File: config.mk
export PLATFORM = sky130hd
export DESIGN_NAME = alu_seq
export DESIGN_NICKNAME = d
export VERILOG_FILES = /design/src/rtl/alu_seq_pkg.sv /design/src/rtl/alu_seq_iter.sv /design/src/rtl/alu_seq.sv
export SDC_FILE = /design/constraint.sdc
export NUM_CORES = 1
export LEC_CHECK = 0
export CORE_MARGIN = 4
export CORE_UTILIZATION = 58
export DETAILED_ROUTE_END_ITERATION = 7
export GPL_ROUTABILITY_DRIVEN = 0
export GPL_TIMING_DRIVEN = 1
export PLACE_DENSITY = 0.81
export SLEW_MARGIN = 5
export SYNTH_ARGS = -nofsm -noshare
export SYNTH_HDL_FRONTEND = slang
export SYNTH_SLANG_ARGS = --single-unit
File: constraint.sdc
create_clock -name clock -period 3.2 [get_ports clock]
set_input_delay 0.64 -clock clock [delete_from_list [all_inputs] [get_ports clock]]
set_output_delay 0.64 -clock clock [all_outputs]
set_load 0.01 [all_outputs]
File: src/rtl/alu_seq_pkg.sv
// Shared types for the handshaked sequential ALU: opcodes, FSM states,
// iteration-engine modes and the packed flag bundle carried with each result.
package alu_seq_pkg;

  typedef enum logic [3:0] {
    OP_ADD = 4'h0,
    OP_SUB = 4'h1,
    OP_MUL = 4'h2,
    OP_DIV = 4'h3,
    OP_AND = 4'h4,
    OP_OR  = 4'h5,
    OP_XOR = 4'h6
  } op_e;

  typedef enum logic [1:0] {
    S_IDLE = 2'd0,
    S_MUL  = 2'd1,
    S_DIV  = 2'd2
  } state_e;

  localparam logic MODE_MUL = 1'b0;
  localparam logic MODE_DIV = 1'b1;

  typedef struct packed {
    logic carry;
    logic zero;
    logic div_by_zero;
    logic illegal_op;
  } flags_t;

  // Legal opcodes occupy the contiguous range ADD..XOR.
  function automatic logic op_legal(input logic [3:0] code);
    return code <= OP_XOR;
  endfunction

endpackage

File: src/rtl/alu_seq_iter.sv
// Shared iterative engine: shift-add multiply (LSB first) or restoring divide
// (MSB first), one bit per cycle. The counter saturates, so results hold until restarted.
module alu_seq_iter
  import alu_seq_pkg::*;
#(
  parameter int WIDTH = 8
) (
  input  logic                 clock,
  input  logic                 reset,
  input  logic                 start,
  input  logic                 mode,
  input  logic [WIDTH-1:0]     a,
  input  logic [WIDTH-1:0]     b,
  output logic                 done,
  output logic [2*WIDTH-1:0]   product
);

  localparam int CW = $clog2(WIDTH + 1);
  localparam logic [CW-1:0] LAST = CW'(WIDTH);

  // hi holds the partial-product upper half or the running remainder;
  // lo holds the multiplier being shifted out or the dividend/quotient.
  logic [WIDTH-1:0] hi_q;
  logic [WIDTH-1:0] lo_q;
  logic [WIDTH-1:0] opnd_q;
  logic             mode_q;
  logic [CW-1:0]    count_q;

  logic [WIDTH:0]   mul_sum;
  logic [WIDTH:0]   div_shift;
  logic             div_geq;
  logic [WIDTH-1:0] div_sub;

  always_comb begin
    mul_sum   = {1'b0, hi_q} + (lo_q[0] ? {1'b0, opnd_q} : '0);
    div_shift = {hi_q, lo_q[WIDTH-1]};
    div_geq   = div_shift >= {1'b0, opnd_q};
    // Modular subtract is exact here: when div_geq holds the true difference is below the divisor.
    div_sub   = div_shift[WIDTH-1:0] - opnd_q;
  end

  // NOTE: state registers use non-blocking assignments so every flop samples
  // pre-edge values, independent of statement order.
  always_ff @(posedge clock or posedge reset) begin
    if (reset) begin
      hi_q    <= '0;
      lo_q    <= '0;
      opnd_q  <= '0;
      mode_q  <= MODE_MUL;
      count_q <= '0;
    end else if (start) begin
      hi_q    <= '0;
      lo_q    <= a;
      opnd_q  <= b;
      mode_q  <= mode;
      count_q <= '0;
    end else if (count_q != LAST) begin
      count_q <= count_q + 1'b1;
      if (mode_q == MODE_DIV) begin
        hi_q <= div_geq ? div_sub : div_shift[WIDTH-1:0];
        lo_q <= {lo_q[WIDTH-2:0], div_geq};
      end else begin
        hi_q <= mul_sum[WIDTH:1];
        lo_q <= {mul_sum[0], lo_q[WIDTH-1:1]};
      end
    end
  end

  assign done    = (count_q == LAST);
  assign product = {hi_q, lo_q};

endmodule

File: src/rtl/alu_seq.sv
// Handshaked ALU: single-cycle add/sub/logic, iterative mul/div through
// alu_seq_iter, and a registered result slot that stalls under back-pressure.
module alu_seq
  import alu_seq_pkg::*;
#(
  parameter int WIDTH = 8
) (
  input  logic             clock,
  input  logic             reset,
  input  logic             in_valid,
  output logic             in_ready,
  input  logic [WIDTH-1:0] a,
  input  logic [WIDTH-1:0] b,
  input  logic [3:0]       op,
  output logic             out_valid,
  input  logic             out_ready,
  output logic [WIDTH-1:0] result,
  output logic [WIDTH-1:0] result_hi,
  output logic             carry,
  output logic             zero,
  output logic             div_by_zero,
  output logic             illegal_op
);

  state_e           state_q;
  state_e           state_d;

  logic [WIDTH-1:0] result_q;
  logic [WIDTH-1:0] result_hi_q;
  flags_t           flags_q;
  logic             out_valid_q;

  logic             load;
  logic [WIDTH-1:0] res_d;
  logic [WIDTH-1:0] hi_d;
  flags_t           flags_d;

  logic             eng_start;
  logic             eng_mode;
  logic             eng_done;
  logic [2*WIDTH-1:0] eng_out;
  logic [WIDTH-1:0] eng_lo;
  logic [WIDTH-1:0] eng_hi;

  logic             slot_free;
  logic             accept;
  logic [WIDTH:0]   sum;
  logic [WIDTH:0]   diff;

  // The slot is free when empty or being drained on this very edge.
  assign slot_free = !out_valid_q || out_ready;
  assign in_ready  = (state_q == S_IDLE) && slot_free;
  assign accept    = in_valid && in_ready;

  // The extra MSB is carry-out for ADD and borrow (a < b) for SUB.
  assign sum  = {1'b0, a} + {1'b0, b};
  assign diff = {1'b0, a} - {1'b0, b};

  assign eng_lo = eng_out[WIDTH-1:0];
  assign eng_hi = eng_out[2*WIDTH-1:WIDTH];

  alu_seq_iter #(.WIDTH(WIDTH)) u_iter (
    .clock   (clock),
    .reset   (reset),
    .start   (eng_start),
    .mode    (eng_mode),
    .a       (a),
    .b       (b),
    .done    (eng_done),
    .product (eng_out)
  );

  // NOTE: every signal written here gets a default first, so no path can
  // leave one unassigned and infer a latch.
  always_comb begin
    state_d   = state_q;
    load      = 1'b0;
    eng_start = 1'b0;
    eng_mode  = MODE_MUL;
    res_d     = '0;
    hi_d      = '0;
    flags_d   = '0;

    case (state_q)
      S_IDLE: begin
        if (accept) begin
          if (!op_legal(op)) begin
            load               = 1'b1;
            res_d              = '1;
            flags_d.illegal_op = 1'b1;
          end else begin
            case (op)
              OP_ADD: begin
                load          = 1'b1;
                res_d         = sum[WIDTH-1:0];
                flags_d.carry = sum[WIDTH];
              end
              OP_SUB: begin
                load          = 1'b1;
                res_d         = diff[WIDTH-1:0];
                flags_d.carry = diff[WIDTH];
              end
              OP_AND: begin
                load  = 1'b1;
                res_d = a & b;
              end
              OP_OR: begin
                load  = 1'b1;
                res_d = a | b;
              end
              OP_XOR: begin
                load  = 1'b1;
                res_d = a ^ b;
              end
              OP_MUL: begin
                eng_start = 1'b1;
                eng_mode  = MODE_MUL;
                state_d   = S_MUL;
              end
              OP_DIV: begin
                if (b == '0) begin
                  load                = 1'b1;
                  res_d               = '1;
                  hi_d                = a;
                  flags_d.div_by_zero = 1'b1;
                end else begin
                  eng_start = 1'b1;
                  eng_mode  = MODE_DIV;
                  state_d   = S_DIV;
                end
              end
              default: ;
            endcase
          end
        end
      end

      // Completion waits here with the engine saturated until the slot frees.
      S_MUL: begin
        if (eng_done && slot_free) begin
          load          = 1'b1;
          res_d         = eng_lo;
          hi_d          = eng_hi;
          flags_d.carry = |eng_hi;
          state_d       = S_IDLE;
        end
      end

      S_DIV: begin
        if (eng_done && slot_free) begin
          load    = 1'b1;
          res_d   = eng_lo;
          hi_d    = eng_hi;
          state_d = S_IDLE;
        end
      end

      default: state_d = S_IDLE;
    endcase

    flags_d.zero = (res_d == '0);
  end

  always_ff @(posedge clock or posedge reset) begin
    if (reset) state_q <= S_IDLE;
    else       state_q <= state_d;
  end

  always_ff @(posedge clock or posedge reset) begin
    if (reset) begin
      result_q    <= '0;
      result_hi_q <= '0;
      flags_q     <= '0;
      out_valid_q <= 1'b0;
    end else if (load) begin
      result_q    <= res_d;
      result_hi_q <= hi_d;
      flags_q     <= flags_d;
      out_valid_q <= 1'b1;
    end else if (out_ready) begin
      out_valid_q <= 1'b0;
    end
  end

  assign out_valid   = out_valid_q;
  assign result      = result_q;
  assign result_hi   = result_hi_q;
  assign carry       = flags_q.carry;
  assign zero        = flags_q.zero;
  assign div_by_zero = flags_q.div_by_zero;
  assign illegal_op  = flags_q.illegal_op;

endmodule

* Word level (Yosys, flattened, before mapping)
Cells that the tools add are included. Widths: inputs -> output; s select.
Word-level totals: bits in registers 52, logic and storage cells 108
Operators by class: bitwise gates (word level) 3, eq/ne operators 15, order comparisons 2, $add $sub $neg 5, reductions and logical operators 15, mux-type cells 55
Operators by type and width (count):
- $mux 8 | 17
- $pmux 8 s6 | 1
- $pmux 8 s2 | 2
- $mux 1 | 20
- $logic_not 8->1 | 2
- $eq 4x3->1 const B | 3
- $mux 2 | 6
- $pmux 1 s2 | 5
- $add 8x8->9 | 1
- $add 8x9->9 | 1
- $ge 9x8->1 | 1
- $sub 8x8->9 | 1
- $and 8x8->8 | 1
- $eq 4x2->1 const B | 2
- $mux 4 | 2
- $or 8x8->8 | 1
- $pmux 2 s2 | 2
- $reduce_or 8->1 | 1
- $sub 8x8->8 | 1
- $xor 8x8->8 | 1
- $reduce_and 5->1 | 1
- $reduce_or 5->1 | 1
- $add 4x1->4 const B | 1
- $eq 4x1->1 const B | 1
- other kinds (16) | 20

* Longest topological paths before layout
depth after elaboration 7, gate-level depth with buffers 12, mapped depth without buffers 12

* Cells and area by module
Synthesis repeated with hierarchy kept, for this count alone.
Second synthesis, totals: cell total of the unflattened synthesis 557, area total of the unflattened synthesis 4675.7 µm²
By module, submodules not included:
- alu_seq | cells an instance 302, times used 1, area an instance 2454.9 µm², sequential area each 575.6 µm²
- alu_seq_iter | cells an instance 255, times used 1, area an instance 2220.9 µm², sequential area each 725.7 µm²

* Worst setup path after synthesis
No wires, ideal clock.
path type input port to flip-flop, from input a[0], to register flags_q (netlist bit zero), library setup time 0.068 ns, arrival time 2.948 ns, data required time 3.132 ns, buffers on the path 0, cell stages on the path 12, path slack 0.185 ns, path through inv_1 ha_1 inv_1 fa_1 nor2b_1 o21a_1 nor3_1 xnor2_1 o221ai_1 a221o_1 a2111oi_2 a32o_1
Between the ends: cells in the longest elaborated chain, start to end 6, elaborated cells between the ends (all ways) 10, classes of those cells 2 x add/sub; 4 x mux; 3 x bitwise; 1 x reduce/logical
Ends and longest elaborated chain:
- start, declared | RTL line alu_seq.sv:12 | input logic [WIDTH-1:0] a,
- $sub 8x8->9, or another cell as far along | RTL line alu_seq.sv:57 | assign diff = {1'b0, a} - {1'b0, b};
- $pmux 8 s6 (*) | RTL line alu_seq.sv:92 | case (op)
- $mux 8 (*) | RTL line alu_seq.sv:87 | if (!op_legal(op)) begin
- $mux 8 (*) | RTL line alu_seq.sv:86 | if (accept) begin
- $pmux 8 s2 (*) | RTL line alu_seq.sv:84 | case (state_q)
- $logic_not 8->1 (*) | RTL line alu_seq.sv:161 | flags_d.zero = (res_d == '0);
- end signal, assigned | RTL line alu_seq.sv:178 | flags_q <= flags_d;
- end, declared | RTL line alu_seq.sv:30 | flags_t flags_q;
Mark *: on every way between the ends. The rest lies on a longest branch, timed or not. A chain may end at the register's enable or synchronous reset.

* Final worst setup path
from input a[2], to register flags_q (netlist bit zero)
Same word-level chain as after synthesis.

==> flow_summary_export.csv <==
group,metric,value,unit
run_status,run_status,"finished clean",
setup_path,worstReg2RegStart,"u_iter.lo_q[0]$_DFFE_PP0P_",
die,die-area,9250,µm²
timing,layout_worst_path_cycle_share,98.5,%
setup_path,worstRegToRegCells,10,
setup_path,cp_data_required_time,3.45,ns
global_routing,vias_in_the_first_global_route,4449,
routing,detail_route.vias_per_cell,6.11,
clock_tree,clock_tree.root_cell,"sky130_fd_sc_hd__clkbuf_8",
logic_synthesis,synth_seq_area_share,28.8,%
logic_synthesis,synthesis.nets,620,
logic_synthesis,postSynthRegisterBits,52,
logic_synthesis,synthCells,547,
routing,detail_route.drc_violations,0,
timing,skew,0.0113,ns
setup_path,critical_path.max_stage_delay,0.47,ns
global_routing,grt_first_pass_wirelength,21200,µm
worst_hold_path,hold_class,"reg2reg",
timing,max_slew_margin,33.3,%
global_routing,antenna_violations_before_repair,0,
power,power.internal,2.52,mW
timing,timing.final.hold_violations,0,
logic_synthesis,synth_ff_type,"sky130_fd_sc_hd__dfrtp_1",
logic_synthesis,synth-edff-count,0,
setup_path,r2r_slack,0.47,ns
routing,detail_route.iter0.violations,467,
setup_path,end_kind,"flop",
power,power.ir.vdd_worst,0.487,mV
clock_tree,hold_buffers,0,
logic_synthesis,synth.distinct_cells,63,
power,switching_power_share_of_the_total,45.0,%
logic_synthesis,syn_area_per_cell,8.25,µm²
logic_synthesis,yosys-top-cells-area,"sky130_fd_sc_hd__dfrtp_1, sky130_fd_sc_hd__ha_1, sky130_fd_sc_hd__o21ai_0, sky130_fd_sc_hd__nand2_1, sky130_fd_sc_hd__nor2_1",
die,core-area,7410,µm²
logic_synthesis,synth_largest_type_area_fraction,28.8,%
layout,final-instance-count-excl-fill,745,
power,power.density_cell_area,809,nW/µm²
die,ios,46,
power,clock_share_of_power,8.7,%
logic_synthesis,synth_async_sr_flop_share,100,%
die,dieWidth,96.2,µm
routing,routed_wire_length_per_instance,17.9,µm
place,placement_stage_worst_setup_slack,-0.645,ns
place,numPortBuffers,45,
clock_tree,cts.path.max_buffers,2,
die,start_util,60.9,%
global_routing,globalRoute.totalOverflow,0,
timing,report.final.setup_viol,0,
routing,routed_wl,13300,µm
setup_path,critical_path.reg2reg.endpoint,"u_iter.hi_q[6]$_DFFE_PP0P_",
timing,period_minus_slack,3.15,ns
setup_path,crit_path_cell_trace,"clkdlybuf4s50_1, buf_4, ha_1, nor2_1, a21oi_2, o31a_1, xnor2_1, o221ai_1, a221o_1, a2111oi_2, a32o_1",
timing,max_slew.worst_pin.slew,0.998,ns
clock_tree,cts_inserted_buffers,5,
clock_tree,tritoncts,"yes",
layout,final_layout_size_suffix_gt1_share,17.5,%
clock_tree,clkSinkCount,52,
timing,fin_ws,0.0469,ns
routing,dr.pass1.iters,5,
global_routing,grt_start_max_net_pins,30,
die,rows,31,
layout,syn2layout_area_growth,25.7,%
power,p_leak,2.62,nW
place,hpwl,10600,µm
routing,routed-via-count,4553,
layout,final_core_utilization,76.5,%
power,net-switching-power,2.06,mW
logic_synthesis,post-synth-top-area-cell,"sky130_fd_sc_hd__dfrtp_1",
logic_synthesis,number_of_synthesis_warnings,0,
worst_hold_path,hp-start,"result[3]$_DFFE_PP0P_",
layout,layout_commonest_cell,"sky130_fd_sc_hd__buf_4",
timing,fmax,0.317,GHz
setup_path,critical-path-slowest-cell,"sky130_fd_sc_hd__clkdlybuf4s50_1",
routing,postRouteAntennaNets,0,
setup_path,worstPathArrival,3.40,ns
place,place.detailed.instances,736,
setup_path,timing.setup.critical_path_class,"in2reg",
logic_synthesis,synth.cell_area,4510,µm²
layout,antenna-diode-count,0,
power,seq_power_share,29.4,%
worst_hold_path,min_delay_worst_endpoint,"result[3]$_DFFE_PP0P_",
flow_run,cap_viol_max_count,0,
setup_path,timing.critical_path.fanout_max,3,
global_routing,grt_use_total,29.8,%
worst_hold_path,whs_path_depth,2,
power,pwr-share-comb,61.9,%
die,die_height,96.2,µm
clock_tree,clock_latency,0.32,ns
clock_tree,path_clk_slew,0.09,ns
timing,number_of_pins_with_negative_max_slew_slack_in_the_final_report,0,
layout,most-common-layout-cells,"sky130_fd_sc_hd__buf_4, sky130_fd_sc_hd__nand2_1, sky130_fd_sc_hd__dfrtp_1",
setup_path,start_kind,"input port",
clock_tree,htreeDepth,2,
layout,num-nets-final,718,
## logic make-up (layout without fill, tap and decap cells)
family / after synthesis / count (layout) / share of synthesized area, %
AO/OA/AOI/OAI: 164 / 164 / 24.3
XOR/XNOR: 22 / 22 / 4.27
adder cells (fa/ha/maj): 49 / 49 / 14.3
buffers and inverters: 73 / 172 / 6.96
flip-flops: 52 / 52 / 28.8
multiplexers: 13 / 13 / 2.91
AND/OR/NAND/NOR: 174 / 174 / 18.4
## registers in the layout, summed over array words and instances (netlist names)
| signal | count |
|---|---|
| carry | 1 |
| div_by_zero | 1 |
| illegal_op | 1 |
| out_valid | 1 |
| result | 8 |
| result_hi | 8 |
| state_q | 2 |
| u_iter.count_q | 4 |
| u_iter.hi_q | 8 |
| u_iter.lo_q | 8 |
| u_iter.mode_q | 1 |
| u_iter.opnd_q | 8 |
| zero | 1 |
## power by group through the flow
stage	logic, mW	registers, mW	clock network, mW
2_1_floorplan	1.94	1.26	0
3_3_place_gp	2.63	1.33	0
3_5_place_dp	2.77	1.35	0
4_1_cts	2.79	1.33	0.406
5_1_grt	3.17	1.39	0.438
6_report	2.84	1.35	0.398
## worst max-delay path: cells and delay by family
family | cells | cell delay, ns
fa+ha+maj | 1 | 0.25
xor+xnor | 1 | 0.18
buf+inv | 2 | 0.64
compound gates | 6 | 1.51
simple gates | 1 | 0.18
## layer usage
layer | routed length [µm] | vias up | track usage (%)
li1 | - | 2133 | -
met1 | 5370 | 2087 | 37.9
met2 | 6100 | 276 | 49.8
met3 | 1290 | 57 | 5.55
met4 | 555 | 0 | 11.3
met5 | 0 | - | 0
## cell type report
type / count / area [µm²]
Multi-Input combinational cell: 422 / 2970
Clock buffer: 5 / 68.8
Sequential cell: 52 / 1300
Tap cell: 99 / 124
Inverter: 43 / 161
Clock inverter: 3 / 27.5
Fill cell: 532 / 1740
Timing Repair Buffer: 121 / 1020
## through the flow
step	power [mW]	setup TNS, ns	hold slack, ns	cell area, µm²
after CTS	4.53	0	0.493	5610
after global routing	5.00	-0.00742	0.526	5670
after global placement	3.96	-1.35	0.458	5500
after detailed placement	4.12	-1.88	0.471	5500
final	4.59	0	0.487	5670
after floorplan	3.20	0	0.468	4510
## how the worst max path moves through the flow
stage | end | start | cells past startpoint
final | zero$_DFFE_PP0P_ | a[2] | 11
after global routing | zero$_DFFE_PP0P_ | a[2] | 11
after CTS | zero$_DFFE_PP0P_ | b[1] | 12
after detailed placement | zero$_DFFE_PP0P_ | a[0] | 13
after global placement | zero$_DFFE_PP0P_ | a[0] | 13
after floorplan | zero$_DFFE_PP0P_ | a[0] | 12
## synth_stat cells, drive strengths merged (12+ instances only)
cell type and count:
a221oi 14, nor2 50, dfrtp 52, nor3 13, o21ai 47, mux2i 12, ha 45, inv 43
xnor2 14, clkbuf 20, nand2 56, and2 16, a21oi 34, o211ai 14
## repair_timing
item                       4_1_cts  5_1_grt
pin swaps                        7        8
cloned                           0        0
buffers inserted                 0        1
resized for setup                6       17
setup endpoints to repair        2        2
hold endpoints to repair         0        0
Power figures use the tool's default switching activity.
